--- config.mk ---
export PLATFORM = sky130hd
export DESIGN_NAME = imem_fetch_queue
export DESIGN_NICKNAME = d
export VERILOG_FILES = /design/src/rtl/fetch_pkg.sv /design/src/rtl/fetch_fifo.sv /design/src/rtl/imem_fetch_queue.sv
export SDC_FILE = /design/constraint.sdc
export NUM_CORES = 1
export LEC_CHECK = 0
export ABC_AREA = 1
export CAP_MARGIN = 20
export CORE_MARGIN = 5
export CORE_UTILIZATION = 40
export CTS_BUF_LIST = sky130_fd_sc_hd__clkbuf_8
export CTS_CLUSTER_SIZE = 20
export DETAILED_ROUTE_END_ITERATION = 8
export SKIP_LAST_GASP = 1
export SYNTH_ARGS = -nofsm -noshare
export SYNTH_HDL_FRONTEND = slang
export SYNTH_SLANG_ARGS = --single-unit
--- constraint.sdc ---
create_clock -name clock -period 6.53 [get_ports clock]
set_input_delay 0.653 -clock clock [delete_from_list [all_inputs] [get_ports clock]]
set_output_delay 0.653 -clock clock [all_outputs]
set_load 0.02 [all_outputs]
--- src/rtl/fetch_pkg.sv ---
// fetch_pkg: constants and sizing helpers shared by the instruction-fetch queue
package fetch_pkg;
  localparam logic [31:0] NOP_INSN = 32'd0;
  localparam logic [31:0] DEFAULT_RESET_PC = 32'd0;
  function automatic int cnt_w(input int depth);
    return $clog2(depth) + 1;
  endfunction
endpackage

--- src/rtl/fetch_fifo.sv ---
// fetch_fifo: registered FIFO of {pc, insn}; flush beats push and pop
module fetch_fifo
  import fetch_pkg::*;
#(
  parameter int DEPTH = 4,
  parameter int W = 64
) (
  input  logic                      clk_i,
  input  logic                      rst_ni,
  input  logic                      push_i,
  input  logic                      pop_i,
  input  logic                      flush_i,
  input  logic [W-1:0]              din_i,
  output logic [W-1:0]              dout_o,
  output logic [cnt_w(DEPTH)-1:0]   count_o,
  output logic                      empty_o
);
  localparam int AW = $clog2(DEPTH);
  localparam int CW = cnt_w(DEPTH);
  logic [W-1:0] mem_q [DEPTH];
  logic [AW-1:0] rd_q, rd_d, wr_q, wr_d;
  logic [CW-1:0] count_q, count_d;
  logic do_push, do_pop;
  assign do_push = push_i && !flush_i;
  assign do_pop = pop_i && !flush_i && count_q != '0;
  always_comb begin
    wr_d = flush_i ? '0 : do_push ? wr_q + AW'(1) : wr_q;
    rd_d = flush_i ? '0 : do_pop ? rd_q + AW'(1) : rd_q;
    count_d = flush_i ? '0 : count_q + CW'(do_push) - CW'(do_pop);
  end
  always_ff @(posedge clk_i or negedge rst_ni) begin
    if (!rst_ni) begin
      wr_q <= '0;
      rd_q <= '0;
      count_q <= '0;
    end else begin
      wr_q <= wr_d;
      rd_q <= rd_d;
      count_q <= count_d;
    end
  end
  always_ff @(posedge clk_i) begin
    if (do_push) mem_q[wr_q] <= din_i;
  end
  assign dout_o = mem_q[rd_q];
  assign count_o = count_q;
  assign empty_o = count_q == '0;
endmodule

--- src/rtl/imem_fetch_queue.sv ---
// imem_fetch_queue: fetch PC, credit-limited imem requests and a decoded-side instruction queue
module imem_fetch_queue
  import fetch_pkg::*;
#(
  parameter int DEPTH = 4,
  parameter int ADDR_W = 32,
  parameter logic [ADDR_W-1:0] RESET_PC = ADDR_W'(DEFAULT_RESET_PC)
) (
  input  logic              clock,
  input  logic              reset,
  output logic              imem_req_valid,
  output logic [ADDR_W-1:0] imem_req_addr,
  input  logic              imem_req_ready,
  input  logic              imem_resp_valid,
  input  logic [31:0]       imem_resp_data,
  output logic              inst_valid,
  output logic [31:0]       inst_data,
  output logic [ADDR_W-1:0] inst_pc,
  input  logic              inst_ready,
  input  logic              redirect_valid,
  input  logic [ADDR_W-1:0] redirect_pc
);
  localparam int CW = cnt_w(DEPTH);
  logic [ADDR_W-1:0] fetch_pc_q, fetch_pc_d, resp_pc_q, resp_pc_d;
  logic [CW-1:0] out_q, out_d, drop_q, drop_d, q_count;
  logic [ADDR_W+31:0] head;
  logic fire, resp_ok, push, pop, empty;
  // queued plus in-flight words never exceed DEPTH, so responses need no back-pressure
  assign imem_req_valid = reset && !redirect_valid &&
                          ({1'b0, q_count} + {1'b0, out_q} < (CW+1)'(DEPTH));
  assign imem_req_addr = fetch_pc_q;
  assign fire = imem_req_valid && imem_req_ready;
  assign resp_ok = imem_resp_valid && out_q != '0;
  assign push = resp_ok && drop_q == '0 && !redirect_valid;
  assign pop = inst_valid && inst_ready;
  assign inst_valid = !empty;
  assign inst_data = empty ? NOP_INSN : head[31:0];
  assign inst_pc = empty ? resp_pc_q : head[ADDR_W+31:32];
  always_comb begin
    fetch_pc_d = redirect_valid ? redirect_pc : fire ? fetch_pc_q + ADDR_W'(1) : fetch_pc_q;
    resp_pc_d = redirect_valid ? redirect_pc : push ? resp_pc_q + ADDR_W'(1) : resp_pc_q;
    out_d = out_q + CW'(fire) - CW'(resp_ok);
    drop_d = redirect_valid ? out_q - CW'(resp_ok) : drop_q - CW'(resp_ok && drop_q != '0);
  end
  always_ff @(posedge clock or negedge reset) begin
    if (!reset) begin
      fetch_pc_q <= RESET_PC;
      resp_pc_q <= RESET_PC;
      out_q <= '0;
      drop_q <= '0;
    end else begin
      fetch_pc_q <= fetch_pc_d;
      resp_pc_q <= resp_pc_d;
      out_q <= out_d;
      drop_q <= drop_d;
    end
  end
  fetch_fifo #(.DEPTH(DEPTH), .W(ADDR_W + 32)) u_fifo (
    .clk_i  (clock),
    .rst_ni (reset),
    .push_i (push),
    .pop_i  (pop),
    .flush_i(redirect_valid),
    .din_i  ({resp_pc_q, imem_resp_data}),
    .dout_o (head),
    .count_o(q_count),
    .empty_o(empty)
  );
endmodule

After elaboration in Yosys (flattened, before gate mapping)
Memories as Yosys holds them, arrays and structs flattened. Index checks and enable logic that the tools add are counted.

$lt $le $gt $ge: 1. Reductions and logical operators: 22. Muxes and demuxes: 14. Add/sub/neg operators: 11.

Operator list (count): $mux 32 (6); $add 32x1->32 const B (2); $sub 3x1->3 (4); $logic_and 1x1->1 (11); $reduce_bool 3->1 (3); $mux 2 (4); $reduce_bool 2->1 (4); $add 3x1->3 (2); $logic_not 3->1 (2); $mux 3 (2); $add 2x1->2 const B (2); $add 3x3->4 (1); $lt 4x3->1 const B (1); $logic_not 1->1 (2); $mux 1 (2).

Bits in writable memories: 256. Bits of input ports: 70. Memories kept: 1. Bits in registers: 77. Logic and storage cells: 56. Output and inout port bits: 98.

Memories: u_fifo.mem_q (depth 4, bits a word 64, rd ports 1, clocked after Yosys merged registers in 0, wr ports 1, RTL line fetch_fifo.sv:20) `logic [W-1:0] mem_q [DEPTH];`.

Depth between registers and ports, before layout
Gate-level depths: netlist (run 1).

Word-level depth: 8. Mapped depth: 12.

Cells and area by module
A second synthesis (run 1) with hierarchy kept.

Cells, all modules: 1659. Area, all modules: 15880.2 sq um.

Modules (own cells, without submodules): fetch_fifo (times used 1, cells each 743, area each 10157.2 sq um, sequential area each 7862.5 sq um); imem_fetch_queue (times used 1, cells each 916, area each 5723.0 sq um, sequential area each 1751.7 sq um).

Least setup slack after synthesis (run 1)
OpenSTA, ideal clock, no wires.

Path type: input-to-reg. From: input port imem_resp_valid. To: memory u_fifo.mem_q[0][0], enable pin. Path slack: 2.278 ns. Cell stages on the path: 4. Library setup time: 0.487 ns. Data arrival time: 3.766 ns. Required time: 6.043 ns. Path through: nand2_1 -> nor2_4 -> nand2_1 -> nor2_1.

Longest elaborated chain between the ends: 6.

Ends and longest elaborated chain: start, declared (RTL line imem_fetch_queue.sv:14) `input logic imem_resp_valid,`; $logic_and 1x1->1 (RTL line imem_fetch_queue.sv:33) `assign resp_ok = imem_resp_valid && out_q != '0;`; $logic_and 1x1->1 (2 in a row) (RTL line imem_fetch_queue.sv:34) `assign push = resp_ok && drop_q == '0 && !redirect_valid;`; $logic_and 1x1->1 (RTL line fetch_fifo.sv:24) `assign do_push = push_i && !flush_i;`; $mux 1 (RTL line fetch_fifo.sv:43) `if (do_push) mem_q[wr_q] <= din_i;`; $mux 1 (implied by the code) (RTL line fetch_fifo.sv:43); end, declared (RTL line fetch_fifo.sv:20).

Every way passes these cells.

Final worst setup path (run 1)
From: register u_fifo.rd_q[0]. To: output port inst_pc[31].

Longest elaborated chain between the ends: 2.

Ends and longest elaborated chain: start, declared (RTL line fetch_fifo.sv:21) `logic [AW-1:0] rd_q, rd_d, wr_q, wr_d;`; start signal, assigned (RTL line fetch_fifo.sv:38) `rd_q <= rd_d;`; $mem_v2 4x64; $mux 32 (RTL line imem_fetch_queue.sv:38) `assign inst_pc = empty ? resp_pc_q : head[ADDR_W+31:32];`; end, declared (RTL line imem_fetch_queue.sv:18) `output logic [ADDR_W-1:0] inst_pc,`.

Every way passes these cells.

==> results.txt, run 1 <==
----------------------------------------------------
[Yosys]
  Ys async rst share ... 23.1%
  Total standard cell area after synthesis ... 0.0155 mm^2
  Number of standard cells after synthesis ... 1,619
  Register bit total from synthesis ... 333
  Cell types with the highest counts after synthesis ... sky130_fd_sc_hd__nand2_1, sky130_fd_sc_hd__nor2_1, sky130_fd_sc_hd__edfxtp_1
  Number of synthesized flops with an enable pin ... 256
  Synthesized-area fraction occupied by ao, oa, aoi and oai cells ... 9.53%
  Main combinational cell family by area after synthesis ... simple AND/OR/NAND/NOR gates
  Adder and majority gate portion of the synthesized area ... 1.55%
  Post-synthesis xor/xnor area fraction ... 0.905%
  Share of the yosys chip area belonging to registers ... 62.1%
  Top area cells in the synthesized netlist ... sky130_fd_sc_hd__edfxtp_1, sky130_fd_sc_hd__dfrtp_1, sky130_fd_sc_hd__nand2_1
  Post-synthesis mux area share ... 0.129%
  Number of distinct library cells after synthesis ... 38
  Fraction of the mapped netlist area in simple logic gates ... 20.9%
  Avg Inst Size Synth ... 9.57 um^2
  Post-synth top area share ... 49.6%
  Ys Warns ... 0
  Post-synth top area cell ... sky130_fd_sc_hd__edfxtp_1
  Library cell with the highest instance count after synthesis ... sky130_fd_sc_hd__nand2_1
  Total nets after synthesis ... 1,707
  Flip-flop cell with the highest count after synthesis ... sky130_fd_sc_hd__edfxtp_1

[Pwr]
  Worst-case vdd ir drop ... 177 uV
  P_leak ... 7.19 nW
  Part of the total power dissipated in sequential elements ... 38.6%
  Fraction of power spent switching nets ... 37.8%
  Internal Dissipation ... 4.38 mW
  Power Density ... 376 mW/mm^2
  Portion of total power attributed to the clock network ... 25.5%
  Comb power frac ... 35.9%
  Switching pwr ... 2.66 mW

[Worst setup path]
  Data arrival time at the worst-slack endpoint ... 3820 ps
  Startpoint types ... register
  Capturing element type of the critical path ... output pin
  Sequence of cells on the critical path ... clkinv_2 -> buf_4 -> o21ai_0 -> o22ai_1 -> nand2_1 -> o21ai_0 -> clkdlybuf4s50_1
  Highest net fanout along the worst path ... 82
  Critical path data required time ... 5880 ps
  Reg2reg path depth ... 7
  Crit path kind ... register to output pin
  Largest stage delay on the critical path ... 860 ps
  Most frequent CP cell ... sky130_fd_sc_hd__o21ai_0
  Cell with the largest stage delay on the worst path ... sky130_fd_sc_hd__clkinv_2

[Floorplan]
  Height of the die ... 207 um
  Ports placed on the boundary ... 168
  Num rows ... 72
  Die width ... 207 um
  Starting Density ... 40.3%
  Area of the placeable core ... 0.0385 mm^2
  DIE AREA ... 0.0428 mm^2

[Cells and area]
  Multi-input gate area in the final layout ... 0.00515 mm^2
  Combined flip-flop and latch cell area ... 0.00962 mm^2
  Share of cells above drive strength 1 ... 6.44%
  Nets ... 1,878
  Layout overhead on the synthesized area ... 21.0%
  Number of antenna repair diodes ... 0
  # fillers ... 3,628

[STA]
  Unrepaired setup endpoints after global routing ... no
  Headroom to the max-slew limit ... 29.2%
  Fmax ... 224 MHz
  Slew at the pin with the worst max-slew slack ... 1060 ps
  Final clock period utilization by the worst path ... 68.4%
  Max Transition Viols Final ... 0
  Worst slack on hold paths ... 443 ps
  Setup-failing EPs final ... 0
  Post-route setup TNS ... 0 ps
  Worst clock skew ... 45.3 ps
  Min Tclk post-route ... 4470 ps
  Number of hold violations in the final report ... 0

[Detailed routing]
  Antenna violation net count after detailed routing ... 0
  Avg Vias per Cell ... 5.14
  Router iterations before antenna repair ... 5
  Overall via count from detail_route ... 12,078
  Detailed Route Iter0 Violations ... 813
  Routed WL per cell ... 18.3 um
  DRT Wirelength ... 42.9 mm
  Post-detailed-route DRC marker count ... 0

[Placement]
  Quantity of I/O buffers inserted on ports ... 167
  Placer Congestion ... 0.912
  HPWL Detailed ... 27.6 mm

[GRT]
  Global-route total usage across every layer ... 19.7%
  Largest net degree at the start of global routing ... 100
  Number of antenna violations at the first check in global routing ... 0
  Wire length of the first global-routing pass ... 66.2 mm
  Remaining Overflow, GRT ... 0
  Vias in the first global route ... 11,737

[Clock tree]
  Number of sinks driven by the clock tree ... 333
  Clock root cell ... sky130_fd_sc_hd__clkbuf_8
  TritonCTS Buffers ... 57
  Worst-skew pair later-pin latency ... 630 ps
  Maximum clock insertion buffer count ... 3
  CTS H-tree depth ... 2
  CTS tree ... done
  Clock slew at reported path FFs ... 60 ps

[Run]
  Count of maximum capacitance violations ... 0

[Status]
  Status ... complete, no violations

[Worst hold path]
  Hold crit path type ... input pin to register
  Hold Path Cell Cnt ... 2

----------------------------------------------------
[cell usage in the layout (no fill, tap or decap), drive strengths merged, types with 3 or more instances in the layout]
cell           synthesis  routed
nor2                 310     310
clkdlybuf4s50          0     165
nand2                322     322
nand3                113     113
inv                  112     135
buf                   27      19
edfxtp               256     256
xnor2                  6       6
nor3                  16      16
dfrtp                 77      77
a31oi                  7       7
xor2                  10      10
a21oi                 68      68
o21ai                172     172
nand3b                 4       4
o22ai                 32      32
clkinv                 2      19
clkbuf                46      58
nand4                 12      12
ha                    16      16
bufinv                 0       3
[cell type report]
cell class,instances,area share (%)
clock buffer,58,4.26
tap,518,3.46
inverter,114,2.29
multi-input combinational,1099,27.5
clock inverter,44,1.47
timing repair buffer,185,9.72
sequential,333,51.3
[metrics by stage]
step | utilization [%] | setup WS (ps) | cells | power [mW] | area [um^2]
2_1_floorplan | - | 2280 | 1619 | 4.12 | 15500
3_3_place_gp | 45.8 | 2670 | 2247 | 5.29 | 17600
3_5_place_dp | 45.9 | 2660 | 2248 | 5.32 | 17700
4_1_cts | 48.7 | 1970 | 2351 | 7.12 | 18700
5_1_grt | 48.7 | 1730 | 2351 | 7.45 | 18700
6_report | 48.7 | 2060 | 2351 | 7.04 | 18700
[worst max-delay path: cells and delay by family, from the launching register on]
family | cells | cell delay [ps]
AOI/OAI and AO/OA | 3 | 440
buffers and inverters | 3 | 2060
DFF | 1 | 620
and+or+nand+nor | 1 | 60
[worst paths after layout]
check	from	endpoint	slack (ps)
max	u_fifo.rd_q[0]	inst_pc[31]	2060
min	redirect_valid	u_fifo.count_o[0]	440
max reg2reg	out_q[2]	u_fifo.mem_q[2][5]	3340
min reg2reg	out_q[0]	out_q[0]	540
max in group asynchronous	reset	u_fifo.rd_q[0]	4930
min in group asynchronous	reset	imem_req_addr[18]	530
[power groups by stage]
stage | clock network (mW) | registers, mW | logic (mW)
2_1_floorplan | 0 | 2.71 | 1.41
3_3_place_gp | 0 | 2.76 | 2.54
3_5_place_dp | 0 | 2.76 | 2.56
4_1_cts | 1.84 | 2.72 | 2.56
5_1_grt | 1.94 | 2.75 | 2.76
6_report | 1.79 | 2.72 | 2.53
[registers in the layout (all words and copies together), names as in the netlist]
signal          count
u_fifo.mem_q      256
imem_req_addr      32
resp_pc_q          32
drop_q              3
out_q               3
u_fifo.count_o      3
u_fifo.rd_q         2
u_fifo.wr_q         2
[cells by family (layout without fill, tap and decap cells)]
family	count (synthesis)	in the layout
AOI/OAI and AO/OA	282	282
xor gates and xnor gates	16	16
adders and majority gates	18	18
buffers and inverters	187	401
DFF	333	333
muxes	2	2
and+or+nand+nor	781	781
[metal layers]
layer  vias up  GRT usage, %  wire [um]
li1       5838             -          -
met4         0          6.21       1150
met2       411          31.6      19800
met5         -             0          0
met1      5765          27.5      19100
met3        64          3.67       2900
[what timing repair did]
item / CTS / global route
hold buffers: 1 / 0
endpoints found under the hold margin: 32 / 0
resized for setup: 0 / 0
buffers inserted: 0 / 0
No activity file was read; power rests on OpenSTA's default activity.
==> inputs of run 2 (changes only) <==
==> constraint.sdc (replaced) <==
create_clock -name clock -period 4.1 [get_ports clock]
set_input_delay 0.41 -clock clock [delete_from_list [all_inputs] [get_ports clock]]
set_output_delay 0.41 -clock clock [all_outputs]
set_load 0.02 [all_outputs]
==> results.txt, run 2 (synthesis gave the netlist of run 1 again) <==
----------------------------------------------------
[Clock tree]
  Clock root cell ... sky130_fd_sc_hd__clkbuf_8
  Number of instances resized during post-cts repair ... 0
  CTS H-tree depth ... 2
  Maximum clock insertion buffer count ... 3
  TritonCTS Buffers ... 55
  Worst-skew pair later-pin latency ... 620 ps
  Clock slew at reported path FFs ... 60 ps
  Number of sinks driven by the clock tree ... 333
  Total of hold buffers inserted after clock tree synthesis ... 1
  Setup fix buffers added after clock tree synthesis ... 0
  CTS tree ... done

[Cells and area]
  # fillers ... 3,625
  Top register by number of flip-flops ... u_fifo.mem_q
  Largest register FFs ... 256
  Post-route core utilization ... 48.8%
  Share of cells above drive strength 1 ... 7.22%
  Commonest non-fill, non-tap cell in the layout ... sky130_fd_sc_hd__nand2_1
  Layout overhead on the synthesized area ... 21.3%
  Number of antenna repair diodes ... 0
  Commonest non-fill, non-tap cells in the layout ... sky130_fd_sc_hd__nand2_1, sky130_fd_sc_hd__nor2_1, sky130_fd_sc_hd__edfxtp_1, sky130_fd_sc_hd__o21ai_0, sky130_fd_sc_hd__clkdlybuf4s50_1
  Nets ... 1,884

[Placement]
  Quantity of I/O buffers inserted on ports ... 167
  Placer Congestion ... 0.869
  HPWL Detailed ... 27.8 mm

[STA]
  Fmax ... 286 MHz
  Unrepaired setup endpoints after global routing ... no
  Slew at the pin with the worst max-slew slack ... 840 ps
  Max Transition Viols Final ... 0
  Worst clock skew ... 19.3 ps
  Number of hold violations in the final report ... 0
  Min Tclk post-route ... 3490 ps
  Final clock period utilization by the worst path ... 85.2%
  Post-route setup TNS ... 0 ps
  Headroom to the max-slew limit ... 44.0%
  Setup-failing EPs final ... 0

[GRT]
  Global-route total usage across every layer ... 20.1%
  Wire length of the first global-routing pass ... 67.3 mm
  Number of antenna violations at the first check in global routing ... 1
  Vias in the first global route ... 11,981
  Largest net degree at the start of global routing ... 130
  Remaining Overflow, GRT ... 0

[Pwr]
  P_leak ... 7.18 nW
  Power Density ... 596 mW/mm^2
  Worst-case vdd ir drop ... 319 uV

[Floorplan]
  Height of the die ... 207 um
  Ports placed on the boundary ... 168
  DIE AREA ... 0.0428 mm^2
  Starting Density ... 40.3%
  Num rows ... 72
  Area of the placeable core ... 0.0385 mm^2
  Die width ... 207 um

[Run]
  Count of maximum capacitance violations ... 0

[Detailed routing]
  Routed WL per cell ... 18.4 um
  Overall via count from detail_route ... 12,130
  Avg Vias per Cell ... 5.14
  DRT Wirelength ... 43.4 mm
  Antenna violation net count after detailed routing ... 0
  Router iterations before antenna repair ... 5
  Detailed Route Iter0 Violations ... 854
  Post-detailed-route DRC marker count ... 0

[Worst setup path]
  Critical path data required time ... 3690 ps
  Crit path kind ... register to output pin
  Startpoint types ... register
  Capturing element type of the critical path ... output pin
  Data arrival time at the worst-slack endpoint ... 3080 ps
  Highest net fanout along the worst path ... 51

[Worst hold path]
  Hold crit path type ... input pin to register

[Status]
  Status ... complete, no violations

----------------------------------------------------
[run 2: changes by cell type in the layout (fill, tap and decap cells not counted)]
cell | previous run | this run
sky130_fd_sc_hd__inv_12 | 1 | 0
sky130_fd_sc_hd__clkinv_2 | 7 | 14
sky130_fd_sc_hd__buf_4 | 17 | 24
sky130_fd_sc_hd__inv_1 | 130 | 117
sky130_fd_sc_hd__clkinv_1 | 12 | 20
sky130_fd_sc_hd__buf_16 | 1 | 0
sky130_fd_sc_hd__buf_12 | 0 | 2
sky130_fd_sc_hd__inv_8 | 1 | 2
sky130_fd_sc_hd__clkbuf_8 | 58 | 57
sky130_fd_sc_hd__bufinv_16 | 3 | 2
sky130_fd_sc_hd__clkinvlp_4 | 1 | 3
[run 2: cell type report]
cell class | count | area (um^2) | share of cell area, %
flip-flops and latches | 333 | 9620 | 51.2
multi-input cells | 1099 | 5150 | 27.4
repair buffers | 193 | 1890 | 10.0
clock buffers | 57 | 785 | 4.18
well taps | 518 | 648 | 3.45
inverters | 114 | 429 | 2.28
clock inverters | 47 | 272 | 1.45
[run 2: report_power, final]
group	total (mW)	leakage [nW]	switching [mW]	internal, mW
clock	2.80	0.578	1.36	1.43
combinational	4.09	3.37	2.55	1.55
sequential	4.30	3.22	0.342	3.96
[run 2: final timing paths]
kind	from	end	slack, ps	cells after the start
max	u_fifo.rd_q[0]	inst_pc[4]	610	7
min	redirect_valid	u_fifo.count_o[1]	230	2
max reg2reg	out_q[2]	out_q[2]	1290	11
min reg2reg	out_q[1]	out_q[2]	530	1
max in group asynchronous	reset	u_fifo.rd_q[0]	2590	4
min in group asynchronous	reset	imem_req_addr[17]	410	3
[run 2: per-layer routing]
metal	track usage [%]	wire (um)
met5	0	20
met4	5.43	945
met3	3.37	3020
met2	32.9	20300
met1	28.1	19100
[run 2: worst max-delay path, cell delays in order (launching register included)]
cell                              delay [ps]
sky130_fd_sc_hd__dfrtp_4                 490
sky130_fd_sc_hd__clkinv_2                490
sky130_fd_sc_hd__buf_4                   330
sky130_fd_sc_hd__o21ai_0                 100
sky130_fd_sc_hd__o22ai_1                 170
sky130_fd_sc_hd__nand2_1                  60
sky130_fd_sc_hd__o21ai_0                 150
sky130_fd_sc_hd__clkdlybuf4s50_1         680
[run 2: stage by stage]
step                      hold WS, ps  instance area (um^2)  worst slack, ps  std cells  power [mW]
after global routing              241                 18800              345       2361        11.8
after detailed placement          527                 17700             1020       2256        8.49
final                             227                 18800              607       2361        11.2
after global placement            517                 17700             1080       2256        8.45
after CTS                         200                 18800              505       2361        11.3
after floorplan                   114                 15500             15.7       1619        6.57
